### src/rtl/power_pkg.sv
// Shared widths, iteration count and FSM state type for the power_of_number block.
package power_pkg;

  localparam int OPERAND_W = 32;
  localparam int SQUARE_W  = 64;
  localparam int CUBE_W    = 96;
  localparam int ITER      = 32;
  localparam int CNT_W     = 5;

  typedef enum logic [1:0] {
    IDLE   = 2'd0,
    SQUARE = 2'd1,
    CUBE   = 2'd2
  } state_e;

endpackage

### src/rtl/seq_multiplier.sv
// LSB-first shift-add multiplier: one multiplier bit per enabled cycle.
// The accumulator's upper MCAND_W bits take the partial sum and the whole register
// shifts right by one each step.
// After OPERAND_W steps the accumulator holds the full product.
// prod_next exposes the value the accumulator would take on this edge.
// This lets the caller capture the final product on the same edge that clears it.
module seq_multiplier
  import power_pkg::*;
#(
  parameter int MCAND_W = 64
) (
  input  logic                          clk,
  input  logic                          rst_n,
  input  logic                          clear,
  input  logic                          en,
  input  logic [MCAND_W-1:0]            mcand,
  input  logic [OPERAND_W-1:0]          mplier,
  input  logic [CNT_W-1:0]              bit_idx,
  output logic [MCAND_W+OPERAND_W-1:0]  prod_next
);

  localparam int ACC_W = MCAND_W + OPERAND_W;

  logic [ACC_W-1:0]   acc_q, acc_d;
  logic [MCAND_W:0]   sum;

  // Add the selected partial product into the upper half, then shift right; clear wins over a step
  always_comb begin
    sum       = {1'b0, acc_q[ACC_W-1 -: MCAND_W]} + (mplier[bit_idx] ? {1'b0, mcand} : '0);
    prod_next = {sum, acc_q[OPERAND_W-1:1]};
    acc_d     = acc_q;
    if (clear) begin
      acc_d = '0;
    end else if (en) begin
      acc_d = prod_next;
    end
  end

  // Accumulator register with synchronous active-low reset
  always_ff @(posedge clk) begin
    if (!rst_n) begin
      acc_q <= '0;
    end else begin
      acc_q <= acc_d;
    end
  end

endmodule

### src/rtl/power_of_number.sv
// Computes number^2 and number^3 with one shared 64x32 shift-add multiplier.
// The square phase and the cube phase take 32 cycles each.
//
//   state  | meaning
//   IDLE   | waiting for start; outputs hold last results
//   SQUARE | operand x operand, one multiplier bit per cycle
//   CUBE   | square x operand, one multiplier bit per cycle
module power_of_number
  import power_pkg::*;
(
  input  logic                  clk,
  input  logic                  rst_n,
  input  logic                  start,
  input  logic [OPERAND_W-1:0]  number,
  output logic                  busy,
  output logic                  done,
  output logic [SQUARE_W-1:0]   square,
  output logic [CUBE_W-1:0]     cube
);

  localparam logic [CNT_W-1:0] LAST_ITER = CNT_W'(ITER - 1);

  state_e                 state_q, state_d;
  logic [CNT_W-1:0]       cnt_q, cnt_d;
  logic [OPERAND_W-1:0]   operand_q, operand_d;
  logic [SQUARE_W-1:0]    sq_hold_q, sq_hold_d;
  logic [SQUARE_W-1:0]    square_q, square_d;
  logic [CUBE_W-1:0]      cube_q, cube_d;
  logic                   busy_q, busy_d;
  logic                   done_q, done_d;

  logic                   mult_clear, mult_en;
  logic [SQUARE_W-1:0]    mult_mcand;
  logic [CUBE_W-1:0]      mult_next;

  seq_multiplier #(
    .MCAND_W (SQUARE_W)
  ) u_mult (
    .clk       (clk),
    .rst_n     (rst_n),
    .clear     (mult_clear),
    .en        (mult_en),
    .mcand     (mult_mcand),
    .mplier    (operand_q),
    .bit_idx   (cnt_q),
    .prod_next (mult_next)
  );

  // Next-state, counter and output-register logic for the two multiply phases
  always_comb begin
    state_d    = state_q;
    cnt_d      = cnt_q;
    operand_d  = operand_q;
    sq_hold_d  = sq_hold_q;
    square_d   = square_q;
    cube_d     = cube_q;
    busy_d     = busy_q;
    done_d     = 1'b0;
    mult_clear = 1'b0;
    mult_en    = 1'b0;
    mult_mcand = (state_q == CUBE) ? sq_hold_q
                                   : {{(SQUARE_W-OPERAND_W){1'b0}}, operand_q};
    unique case (state_q)
      IDLE: begin
        if (start) begin
          operand_d  = number;
          mult_clear = 1'b1;
          cnt_d      = '0;
          busy_d     = 1'b1;
          state_d    = SQUARE;
        end
      end
      SQUARE: begin
        mult_en = 1'b1;
        cnt_d   = cnt_q + 1'b1;
        if (cnt_q == LAST_ITER) begin
          sq_hold_d  = mult_next[SQUARE_W-1:0];
          mult_clear = 1'b1;
          state_d    = CUBE;
        end
      end
      CUBE: begin
        mult_en = 1'b1;
        cnt_d   = cnt_q + 1'b1;
        if (cnt_q == LAST_ITER) begin
          square_d = sq_hold_q;
          cube_d   = mult_next;
          done_d   = 1'b1;
          busy_d   = 1'b0;
          state_d  = IDLE;
        end
      end
      default: begin
        state_d = IDLE;
        busy_d  = 1'b0;
      end
    endcase
  end

  // State and registered outputs with synchronous active-low reset
  always_ff @(posedge clk) begin
    if (!rst_n) begin
      state_q   <= IDLE;
      cnt_q     <= '0;
      operand_q <= '0;
      sq_hold_q <= '0;
      square_q  <= '0;
      cube_q    <= '0;
      busy_q    <= 1'b0;
      done_q    <= 1'b0;
    end else begin
      state_q   <= state_d;
      cnt_q     <= cnt_d;
      operand_q <= operand_d;
      sq_hold_q <= sq_hold_d;
      square_q  <= square_d;
      cube_q    <= cube_d;
      busy_q    <= busy_d;
      done_q    <= done_d;
    end
  end

  assign busy   = busy_q;
  assign done   = done_q;
  assign square = square_q;
  assign cube   = cube_q;

endmodule

### config.mk
export PLATFORM = sky130hd
export DESIGN_NAME = power_of_number
export DESIGN_NICKNAME = d
export VERILOG_FILES = /design/src/rtl/power_pkg.sv /design/src/rtl/seq_multiplier.sv /design/src/rtl/power_of_number.sv
export SDC_FILE = /design/constraint.sdc
export NUM_CORES = 1
export LEC_CHECK = 0
export ABC_AREA = 1
export BUFFER_PORTS_ARGS = -buffer_cell sky130_fd_sc_hd__buf_2
export CAP_MARGIN = 20
export CORE_UTILIZATION = 30
export CTS_CLUSTER_DIAMETER = 80
export DETAILED_ROUTE_END_ITERATION = 12
export GPL_ROUTABILITY_DRIVEN = 0
export PLACE_DENSITY = 0.51
export SYNTH_ARGS = -nofsm -noshare
export SYNTH_HDL_FRONTEND = slang
export SYNTH_SLANG_ARGS = --single-unit
### constraint.sdc
create_clock -name clk -period 4.7 [get_ports clk]
set_clock_uncertainty 0.15 [all_clocks]
set_input_delay 0.47 -clock clk [delete_from_list [all_inputs] [get_ports clk]]
set_output_delay 0.47 -clock clk [all_outputs]
set_load 0.005 [all_outputs]
Word-level counts from Yosys, hierarchy flattened
Cells that the tools add are included.
{ "totals": {"ff_bits": 361, "input_bits": 35, "out_inout_bits": 162, "wordCells": 48} }
{ "classes": {"add_sub_neg": 2, "n_lt_le_gt_ge": 1, "eq_ne": 6, "muxes": 17, "bitwise": 2, "n_reduce_logical": 11} }
{ "ops": {"columns": ["cell", "n"], "rows": [
  ["$mux 64", 2],
  ["$add 64x65->65", 1],
  ["$pmux 5 s2", 1],
  ["$reduce_and 2->1", 5],
  ["$lt 5x6->1 const B", 1],
  ["$mux 1", 6],
  ["$mux 2", 3],
  ["$pmux 2 s3", 1],
  ["$reduce_and 3->1", 2],
  ["$add 5x1->5 const B", 1],
  ["$bmux 1 s5", 1],
  ["$eq 5x5->1 const B", 1],
  ["$mux 5", 1],
  ["$ne 2x2->1 const B", 2],
  ["$reduce_or 2->1", 2],
  ["$pmux 1 s3", 1],
  ["$eq 2x1->1 const B", 1],
  ["$eq 2x2->1 const B", 1],
  ["$logic_not 2->1", 1],
  ["$ne 2x1->1 const B", 1],
  ["$not 1->1", 2],
  ["$pmux 1 s2", 1],
  ["$reduce_bool 2->1", 1]
]} }

Longest topological paths before layout
Gate-level depths: netlist (run 1).
{ "depth": {"ltp_word": 4, "mapped_depth": 28, "ltp_nobuf": 26} }

Hierarchy
A second synthesis (run 1) with hierarchy kept.
{ "unflattened": {"cells_unflattened": 3287, "area_unflattened_um2": 20419.6} }
{ "by_module_without_submodules": {"columns": ["mod", "instances", "cells_per_inst", "area_per_inst_um2"], "rows": [
  ["seq_multiplier", 1, 2034, 10487.6],
  ["power_of_number", 1, 1253, 9932.0]
]} }

Worst setup path after synthesis (run 1)
OpenSTA, ideal clock, no wires.
{ "synth_path": {"path_type": "register to register", "start": "register cnt_q[0]", "end": "register sq_hold_q[55]", "setup_time_ns": 0.116, "arrival_time_ns": 2.953, "t_required_ns": 4.434, "path_slack_ns": 1.481, "path_stages_with_launch": 22, "synth_period_minus_slack_ns": 3.219, "cell_sequence": "dfxtp_1 buf_4 inv_4 buf_6 o21ai_1 o221ai_1 nand3_1 nand2_1 o21ai_4 nor2_1 ha_1 fa_1 nand3_1 nand3_1 nand2_1 nand2_1 nand2_1 nand3_1 xnor2_1 nand2_1 o211ai_1 inv_1"} }
{ "synth_via": {"elab_chain_len": 4, "elab_cells_between_ends": 6} }
{ "synth_lines": {"columns": ["item", "line_no", "text"], "rows": [
  ["start, declared", "power_of_number.sv:24", "logic [CNT_W-1:0] cnt_q, cnt_d;"],
  ["start signal, assigned", "power_of_number.sv:113", "cnt_q <= cnt_d;"],
  ["$bmux 1 s5", "seq_multiplier.sv:29", "sum = {1'b0, acc_q[ACC_W-1 -: MCAND_W]} + (mplier[bit_idx] ? {1'b0, mcand} : '0);"],
  ["$mux 1 (not written as such)", "seq_multiplier.sv:29", null],
  ["$mux 64", "seq_multiplier.sv:29", null],
  ["$add 64x65->65", "seq_multiplier.sv:29", null],
  ["end signal, assigned", "power_of_number.sv:115", "sq_hold_q <= sq_hold_d;"],
  ["end, declared", "power_of_number.sv:26", "logic [SQUARE_W-1:0] sq_hold_q, sq_hold_d;"]
]} }
Parallel ways exist; a longest one is shown, timed or not. The select of a mux whose other input is x is not followed.
A chain may end at the register's enable or synchronous reset.

Worst setup path after layout (run 1)
{ "layout_path": {"start": "register cnt_q[0]", "end": "register cube_q[56], in the netlist cube[56]"} }
{ "layout_via": {"elab_chain_len": 4, "elab_cells_between_ends": 6} }
{ "layout_lines": {"columns": ["item", "line_no", "text"], "rows": [
  ["$bmux 1 s5", "seq_multiplier.sv:29", null],
  ["$mux 1 (not written as such)", "seq_multiplier.sv:29", null],
  ["$mux 64", "seq_multiplier.sv:29", null],
  ["$add 64x65->65", "seq_multiplier.sv:29", null],
  ["end signal, assigned", "power_of_number.sv:117", "cube_q <= cube_d;"],
  ["end, declared", "power_of_number.sv:28", "logic [CUBE_W-1:0] cube_q, cube_d;"]
]} }
Parallel ways exist; a longest one is shown, timed or not. The select of a mux whose other input is x is not followed.

==> run summary, run 1 <==
clk buf depth -> 3
endpoint type of the worst setup path -> register
via count -> 19600
Setup CP Type -> register to register
largest net degree at the start of global routing -> 98
DRC Markers -> 0
Final Max Tran Viols -> 0
clock tree from TritonCTS -> yes
ys async rst share -> 0%
Tmin final -> 4.18 ns
ys flop type -> dfxtp_1
I/O Buffers -> 196
Tcrit/Tclk final -> 88.8%
Netlist Area Pre-Place -> 19800 um2
total CTS buffers -> 44
Vias/cell -> 4.58
worst slack, placed -> 0.593 ns
hpwl dp -> 52900 um
Initial Util -> 30.5%
leakage -> 0.0119 uW
total grt overflow -> 0
outcome -> finished clean
CP Max Fanout -> 23
Yosys cell types -> 35
Horiz. Die Dim -> 259 um
WL/cell -> 16.4 um
post-CTS sizing -> 0
initial antenna violation count -> 0
top cell type by total area after synthesis -> dfxtp_1
gr usage total -> 20.7%
MaxCap Viol Count -> 0
Root Driver -> clkbuf_16
setup TNS -> 0 ns
final setup vio count -> 0
WL final -> 70300 um
Setup WS post-layout -> 0.525 ns
area of the core -> 64900 um2
post-synthesis sequential area ratio -> 36.4%
# H-tree levels -> 2
internal power -> 5330 uW
most numerous cell in the Yosys netlist -> nand2_1
Post-Synthesis Net Count -> 3347
Die Area -> 67100 um2
DR iter-0 viols -> 1428
worst-margin pin slew -> 0.997 ns
Max Clk Rate -> 239 MHz
Seq cells post-synth -> 360
clock slew at reported path FFs -> 0.06 ns
Clock Latency Late Sink -> 0.58 ns
Hold Violations, Final -> 0
# rows -> 93
Post-synth EDFFs -> 0
Routed Antenna Nets -> 0
synth cell count leaders -> nand2_1, nor2_1, inv_1, dfxtp_1, o21ai_0
drt pass-1 iters -> 6
Max-slew headroom -> 33.5%
Total Nets Final -> 3489
vias in the first global route -> 18200
Synth top area share -> 36.4%
cell count after synthesis -> 3242
startpoint types -> register
Boundary Pins -> 197
pwr dens -> 312 nW/um2
Area contributors post-synth -> dfxtp_1, nand2_1, nor2_1
Switching Share -> 26.1%
WP data arrival -> 4.55 ns
worst vdd ir -> 0.216 mV
# clock sinks -> 360
Clock Power Share -> 47.7%
antenna diode count -> 0
Sequential Power Share -> 43.7%
Critical Path RT -> 5.08 ns
Die H -> 259 um
Logic pwr share -> 8.5%
first-pass GRT wire length -> 108000 um
Ys Warns -> 0
unrepaired setup endpoints after global routing -> false
share of cells above drive strength 1 -> 9.10%
P&R area growth vs syn -> 16.6%
Mean Syn Cell Area -> 6.11 um2
P_sw -> 1880 uW
Min-Delay Path Class -> input port to register
[area by class of cell]
cell class,count,area [um2]
fillers,7288,41800
multi-input cells,2217,10100
flip-flops and latches,360,7210
inverters,532,2010
repair buffers,229,1310
clock buffers,62,1250
well taps,855,1070
clock inverters,18,200
[layout by cell type, fill, tap and decap left out, types with 2 or more instances in the layout]
master and n:
clkbuf_1 11, buf_12 6, clkbuf_16 45, xnor2_1 5, inv_2 3, nor3_2 2
xor2_1 23, dfxtp_1 360, o21ai_0 293, clkbuf_8 6, inv_1 525, nand4_1 14
o21ai_1 2, buf_4 27, nor3_1 19, o22ai_1 2, buf_2 195, ha_1 67
nand3b_1 2, a21oi_1 131, and2_1 4, ha_4 2, bufinv_16 3, nand2_1 803
o221ai_1 6, nor2_1 644, nand3_1 176, clkinv_2 10, inv_6 3, o211ai_1 12
[flip-flops by register name (all words and copies together), names as in the netlist]
name	flops
square	64
operand_q	32
state_q	2
u_mult.acc_q	95
busy	1
sq_hold_q	64
cube	96
done	1
cnt_q	5
[power by group through the flow]
stage,Combinational (uW),Sequential [uW],Clock [uW]
2_1_floorplan,423,3200,0
3_3_place_gp,619,3220,0
3_5_place_dp,618,3220,0
4_1_cts,621,3150,3540
5_1_grt,688,3160,3660
6_report,616,3160,3440
[kinds of logic (layout without fill, tap and decap cells)]
kind of cell,Yosys count,in the layout,share of synthesized area (%)
and+or+nand+nor,1669,1669,33.2
buffers and inverters,665,841,13.0
AOI/OAI and AO/OA,450,450,11.7
DFF,360,360,36.4
adders and majority gates,70,70,4.46
xor gates and xnor gates,28,28,1.24
[per-layer routing]
| metal | GRT usage [%] | vias up | routed length (um) |
|---|---|---|---|
| met5 | 0 | - | 0 |
| met2 | 33.2 | 459 | 31500 |
| li1 | - | 10200 | - |
| met1 | 28.4 | 8775 | 33200 |
| met3 | 3.16 | 98 | 3750 |
| met4 | 5.95 | 0 | 1830 |
[final timing paths]
kind / startpoint / to / slack (ns) / depth (start not counted)
max: cnt_q[0] / cube[56] / 0.52 / 19
min: number[24] / operand_q[24] / 0.02 / 3
max reg2reg: cnt_q[0] / cube[56] / 0.52 / 19
min reg2reg: busy / busy / 0.32 / 2
[critical path: stages, from the launching register on]
cell      delay (ns)
dfxtp_1         0.33
buf_4           0.20
o21ai_0         0.16
o221ai_1        0.13
nand3_1         0.11
nand2_1         0.09
o21ai_4         0.45
buf_12          0.20
buf_12          0.16
nor2_1          0.06
ha_1            0.36
nand2_1         0.13
nor2_1          0.18
inv_1           0.10
nor3_2          0.25
nand3_1         0.13
nand2_1         0.34
xor2_1          0.36
o21ai_0         0.13
inv_1           0.08
[metrics by stage]
stage / instances / power, uW / hold WS (ns) / instance area, um2 / utilization [%]
3_3_place_gp: 4192 / 3840 / 0.302 / 21700 / 33.4
5_1_grt: 4273 / 7510 / 0.0127 / 23100 / 35.6
3_5_place_dp: 4192 / 3840 / 0.314 / 21700 / 33.4
6_report: 4273 / 7220 / 0.0156 / 23100 / 35.6
4_1_cts: 4273 / 7320 / 0.000691 / 23100 / 35.6
2_1_floorplan: 3242 / 3630 / 0.294 / 19800 / -
[repair_timing]
action                     in CTS  in global routing
setup buffers                   0                  0
hold endpoints to repair        1                  0
hold buffers                    1                  0
setup endpoints to repair       0                  0
No activity file was read; power rests on OpenSTA's default activity.
==> run 2, diff against run 1 <==
- ABC_AREA: 1 -> default
- PLACE_DENSITY: 0.51 -> 0.52
==> run 2 against run 1 <==
Against the previous run: clock power up 7.8%; critical endpoint is now cube[95]; critical path type unchanged; first-iteration DRC count down 27%; power up 0.51%; the run now ends with setup timing left.
==> run summary, run 2 <==
P&R area growth vs syn -> 34.6%
Max-slew headroom -> 40.1% (+6.5 points)
Netlist Area Pre-Place -> 17300 um2 (-13%)
total CTS buffers -> 43 (-2.3%)
startpoint types -> register
Post-Synthesis Net Count -> 2302 (-31%)
clock slew at reported path FFs -> 0.06 ns (about the same)
# rows -> 87 (-6.5%)
outcome -> finished with violations
ys flop type -> dfxtp_1
worst slack, placed -> -0.285 ns (-0.878 ns)
non-filler cells, final -> 3363 (-21%)
Yosys cell types -> 72 (+110%)
gr usage total -> 20.3% (-0.37 points)
final setup vio count -> 19 (+19)
area of the core -> 56700 um2 (-13%)
share of cells above drive strength 1 -> 25.5% (+16 points)
Hold EP -> operand_q[4]
initial antenna violation count -> 0 (unchanged)
Synth top area share -> 41.7% (+5.3 points)
# H-tree levels -> 2 (unchanged)
clk buf depth -> 3 (unchanged)
endpoint type of the worst setup path -> register
DR iter-0 viols -> 1045 (-27%)
Routed Antenna Nets -> 0 (unchanged)
R2R cell count -> 21 (+2)
Largest register FFs -> 96 (unchanged)
Seq cells post-synth -> 360 (unchanged)
Area contributors post-synth -> dfxtp_1, nand2_1, a21oi_1
Max Clk Rate -> 205 MHz (-14%)
synth cell count leaders -> nand2_1, dfxtp_1, a21oi_1, nor2_1, clkbuf_1
hpwl dp -> 44400 um (-16%)
Setup WS post-layout -> -0.171 ns (-0.695 ns)
cell count after synthesis -> 2197 (-32%)
Min-Delay Path Class -> input port to register
Horiz. Die Dim -> 242 um (-6.6%)
Post-synth EDFFs -> 0 (unchanged)
I/O Buffers -> 196 (unchanged)
DRC Markers -> 0 (unchanged)
Tmin final -> 4.87 ns (+0.695 ns)
Initial Util -> 30.5% (-0.040 points)
failing checks -> setup timing
Vias/cell -> 4.99 (+9.0%)
WP data arrival -> 5.18 ns (+0.63 ns)
final hold slack -> 0.0224 ns (+0.00686 ns)
vias in the first global route -> 16500 (-9.4%)
worst vdd ir -> 0.259 mV (+20%)
clock tree from TritonCTS -> yes
Final Max Tran Viols -> 0 (unchanged)
most common cell after layout, fill and taps aside -> nand2_1
Setup CP Type -> register to register
Hold Violations, Final -> 0 (unchanged)
hold path depth -> 3 (unchanged)
MaxCap Viol Count -> 0 (unchanged)
most frequent cells in the layout -> nand2_1, dfxtp_1, a21oi_1
hold_sp -> number[4]
dpl cells -> 3238 (-23%)
top cell type by total area after synthesis -> dfxtp_1
post-synthesis sequential area ratio -> 41.7% (+5.3 points)
leakage -> 0.00925 uW (-22%)
Power, Total -> 7250 uW (+0.51%)
R2R setup slack -> -0.17 ns (-0.70 ns)
Root Driver -> clkbuf_16
first-pass GRT wire length -> 94300 um (-13%)
FF-to-FF Start -> cnt_q[0]
Die H -> 242 um (-6.6%)
worst-margin pin slew -> 0.899 ns (-0.0982 ns)
CP Max Fanout -> 9 (-61%)
via count -> 16800 (-14%)
Ys Warns -> 0 (unchanged)
Tcrit/Tclk final -> 104% (+15 points)
Clock Latency Late Sink -> 0.59 ns (about the same)
WL/cell -> 18.2 um (+10%)
most numerous cell in the Yosys netlist -> nand2_1
Boundary Pins -> 197 (unchanged)
Critical Path RT -> 5.01 ns (-0.07 ns)
ys async rst share -> 0% (unchanged)
unrepaired setup endpoints after global routing -> true
# clock sinks -> 360 (unchanged)
WL final -> 61100 um (-13%)
antenna diode count -> 0 (unchanged)
drt pass-1 iters -> 5 (-1)
total grt overflow -> 0 (unchanged)
largest net degree at the start of global routing -> 170 (+73%)
pwr dens -> 312 nW/um2 (-0.15%)
Die Area -> 58600 um2 (-13%)
FF-to-FF End -> cube[95]
Total Nets Final -> 2678 (-23%)
Mean Syn Cell Area -> 7.87 um2 (+29%)
==> run 2: final cells by class <==
| type | instances | area (um2) |
|---|---|---|
| inverters | 27 | 106 |
| repair buffers | 483 | 3310 |
| clock inverters | 23 | 407 |
| flip-flops and latches | 360 | 7210 |
| fillers | 5794 | 33400 |
| clock buffers | 56 | 1180 |
| well taps | 756 | 946 |
| multi-input cells | 1658 | 10100 |
==> run 2: per-layer routing <==
layer	track usage (%)	part of all wire [%]
met1	26.3	45
met2	34.0	47
met3	2.65	4.4
met4	8.21	3.8
met5	0	0
==> run 2: worst max-delay path, stage by stage, from the launching register on <==
cell and delay (ns):
dfxtp_4 0.36, buf_12 0.12, mux4_2 0.49, mux4_2 0.50, mux2i_4 0.17, buf_12 0.16, buf_4 0.12, buf_4 0.11
nor2_1 0.06, ha_1 0.35, a21oi_1 0.23, o21ai_2 0.09, a221o_1 0.33, a211oi_2 0.15, buf_4 0.17, nor3_4 0.05
o21ai_2 0.25, o31ai_2 0.12, and3_4 0.21, buf_4 0.14, a221oi_4 0.31, a21oi_1 0.10
==> run 2: cells by family after synthesis <==
logic type,synth area share [%]
flip-flops,41.7
multiplexers,6.77
AND/OR/NAND/NOR,21.4
adder cells (fa/ha/maj),5.11
AO/OA/AOI/OAI,18.1
buffers and inverters,4.14
XOR/XNOR,2.79
==> run 2: worst max path at each step <==
stage	start	endpoint	slack, ns
final	cnt_q[0]	cube[95]	-0.17
after detailed placement	cnt_q[0]	u_mult.acc_q[94]	-0.28
after CTS	cnt_q[0]	u_mult.acc_q[95]	-0.13
after floorplan	cnt_q[0]	cube[91]	-0.07
after global placement	cnt_q[0]	sq_hold_q[54]	-0.24
after global routing	cnt_q[0]	cube[63]	-0.31
==> run 2: report_power, final <==
part | switching, uW | internal [uW]
Sequential | 21.0 | 3080
Combinational | 272 | 170
Clock | 1410 | 2300
Total | 1710 | 5550
==> run 2: metrics by stage <==
step                      area, um2  utilization (%)  setup TNS (ns)
after floorplan               17400                -          -0.135
after global placement        20600             36.2           -7.37
after detailed placement      20600             36.2           -8.75
after CTS                     22800             40.2          -0.979
after global routing          23300             41.0          -11.31
final                         23300             41.0           -1.19
==> run 2: timing repair <==
item	CTS	global route
setup endpoints to repair	69	97
resized for setup	59	82
buffers inserted	8	10
endpoints found under the hold margin	28	0
hold buffers	28	0
cloned	0	0
pin swaps	12	27
==> run 3, diff against run 2 <==
- CTS_BUF_LIST: default -> sky130_fd_sc_hd__clkbuf_8
- PLACE_DENSITY: 0.52 -> 0.53
- clock period: 4.7 -> 4.3 ns (I/O delays scaled with it)
==> run 3 against run 2 <==
Against the previous run: the run still ends with setup timing left; cell count increased by 5.3%; global-route usage increased by 0.84 points; routed wire length increased by 5.1%; sequential power increased by 9.4%; largest cell class unchanged; first-iteration DRC count decreased by 3.5%; highest routed layer unchanged; largest power group unchanged; critical endpoint is now u_mult.acc_q[62]; maximum frequency decreased by 0.12%; power increased by 3.0%; register-to-register slack got worse by 0.41 ns.
==> run summary, run 3 (same netlist as run 2, synthesis figures left out) <==
outcome -> finished with violations
failing checks -> setup timing
Hold EP -> busy
Hold Violations, Final -> 0 (unchanged)
hold_sp -> start
CP Max Fanout -> 7 (-2)
Horiz. Die Dim -> 242 um (unchanged)
# clock sinks -> 360 (unchanged)
Filler cells -> 5548 (-4.2%)
WP data arrival -> 5.30 ns (+0.12 ns)
R2R cell count -> 20 (-4.8%)
# rows -> 87 (unchanged)
most frequent cells in the layout -> nand2_1, dfxtp_1, buf_4
gr usage total -> 21.1% (+0.84 points)
busiest grt layer -> met2
largest net degree at the start of global routing -> 223 (+31%)
post-route cell area -> 25700 um2 (+10%)
Total Nets Final -> 2846 (+6.3%)
Placed Area -> 21200 um2 (+3.2%)
DR iter-0 viols -> 1008 (-3.5%)
met1 usage -> 26.8% (+0.49 points)
leakage -> 0.0102 uW (+9.8%)
most common cell after layout, fill and taps aside -> nand2_1
Final Max Tran Viols -> 0 (unchanged)
hpwl dp -> 45100 um (+1.6%)
WL/cell -> 18.1 um (-0.20%)
MaxCap Viol Count -> 0 (unchanged)
Tmin final -> 4.88 ns (+0.00589 ns)
drt pass-1 iters -> 6 (+1)
startpoint types -> register
total CTS buffers -> 67 (+56%)
hold path depth -> 3 (unchanged)
share of cells above drive strength 1 -> 35.7% (+10 points)
via count -> 17700 (+5.2%)
clk buf depth -> 3 (unchanged)
R2R setup slack -> -0.58 ns (-0.41 ns)
first-pass GRT wire length -> 98000 um (+3.9%)
P&R area growth vs syn -> 48.7%
I/O Buffers -> 196 (unchanged)
Vias/cell -> 4.99 (about the same)
setup TNS -> -40.11 ns (-38.93 ns)
Setup CP Type -> register to register
initial antenna violation count -> 2 (+2)
FF-to-FF Start -> cnt_q[0]
area of the core -> 56700 um2 (unchanged)
Tcrit/Tclk final -> 113% (+9.8 points)
Clock Latency Late Sink -> 0.65 ns (+0.06 ns)
final hold slack -> 0.0618 ns (+0.0393 ns)
clock slew at reported path FFs -> 0.06 ns (about the same)
met2 global-route usage -> 35.6% (+1.7 points)
Die Area -> 58600 um2 (unchanged)
unrepaired setup endpoints after global routing -> true
worst slack, placed -> -0.837 ns (-0.552 ns)
clock tree from TritonCTS -> yes
Root Driver -> clkbuf_8
Max-slew headroom -> 2.08% (-38 points)
# H-tree levels -> 3 (+1)
total grt overflow -> 0 (unchanged)
WL final -> 64200 um (+5.1%)
met3 Use GR -> 3.47% (+0.82 points)
worst-margin pin slew -> 1.47 ns (+0.570 ns)
Min-Delay Path Class -> input port to register
vias in the first global route -> 17500 (+5.9%)
FF-to-FF End -> u_mult.acc_q[62]
Largest register FFs -> 96 (unchanged)
Critical Path RT -> 4.72 ns (-0.29 ns)
Die H -> 242 um (unchanged)
Routed Antenna Nets -> 0 (unchanged)
Initial Util -> 30.5% (unchanged)
final setup vio count -> 128 (+109)
Boundary Pins -> 197 (unchanged)
pwr dens -> 291 nW/um2 (-6.7%)
Max Clk Rate -> 205 MHz (-0.12%)
DRC Markers -> 0 (unchanged)
Setup WS post-layout -> -0.577 ns (-0.406 ns)
worst vdd ir -> 0.198 mV (-23%)
endpoint type of the worst setup path -> register
fin util -> 45.3% (+4.3 points)
-- run 3: cell types whose count changed in the layout (fill, tap and decap cells not counted), sizes merged --
| cell | previous run | this run |
|---|---|---|
| buf | 455 | 594 |
| bufinv | 9 | 5 |
| clkbuf | 56 | 83 |
| clkinv | 8 | 5 |
| diode | 0 | 1 |
| dlygate4sd3 | 28 | 33 |
| inv | 30 | 44 |
-- run 3: routing by layer --
| layer | routed length, um | part of all wire, % |
|---|---|---|
| met3 | 3060 | 4.8 |
| met1 | 28100 | 44 |
| met2 | 30600 | 48 |
| met4 | 2400 | 3.7 |
| met5 | 0 | 0 |
-- run 3: layout make-up --
| class | count | area [um2] | area share [%] |
|---|---|---|---|
| Tap cell | 756 | 946 | 3.68 |
| Antenna cell | 1 | 2.50 | 0.00973 |
| Timing Repair Buffer | 627 | 4640 | 18.1 |
| Clock buffer | 83 | 1140 | 4.44 |
| Sequential cell | 360 | 7210 | 28.0 |
| Inverter | 27 | 106 | 0.414 |
| Clock inverter | 30 | 273 | 1.06 |
| Multi-Input combinational cell | 1658 | 11400 | 44.3 |
-- run 3: worst max-delay path by stage --
stage / startpoint / end
2_1_floorplan: cnt_q[0] / cube[91]
3_3_place_gp: cnt_q[0] / u_mult.acc_q[62]
3_5_place_dp: cnt_q[0] / u_mult.acc_q[62]
4_1_cts: cnt_q[0] / u_mult.acc_q[91]
5_1_grt: cnt_q[0] / u_mult.acc_q[62]
6_report: cnt_q[0] / u_mult.acc_q[62]
-- run 3: critical path, cell delays in order (launching register included) --
cell and delay, ns:
dfxtp_4 0.36, buf_12 0.12, mux4_2 0.49, mux4_2 0.53, mux2i_4 0.22, buf_12 0.17, buf_6 0.11, nor2_4 0.04
ha_4 0.27, nand2_2 0.05, o211ai_1 0.35, o2111ai_4 0.22, a2111oi_4 0.45, nor2_2 0.10, o31ai_1 0.23, buf_4 0.18
a21oi_4 0.08, xnor2_2 0.19, buf_4 0.14, or2_4 0.23, a21oi_2 0.12
-- run 3: where the power goes --
part | internal, uW | switching [uW]
Combinational | 233 | 335
Sequential | 3370 | 20.6
Clock | 2040 | 1480
-- run 3: repair_timing --
action	4_1_cts	5_1_grt
setup endpoints to repair	119	142
setup buffers	56	30
hold buffers	33	0
resized for setup	302	162
endpoints found under the hold margin	33	0
gates cloned	1	0
pin swaps	127	118
-- run 3: stage by stage --
step	total power, uW	cells
6_report	7470	3542
5_1_grt	7780	3541
4_1_cts	7580	3520
3_5_place_dp	3930	3324
3_3_place_gp	3930	3324
2_1_floorplan	3710	2197
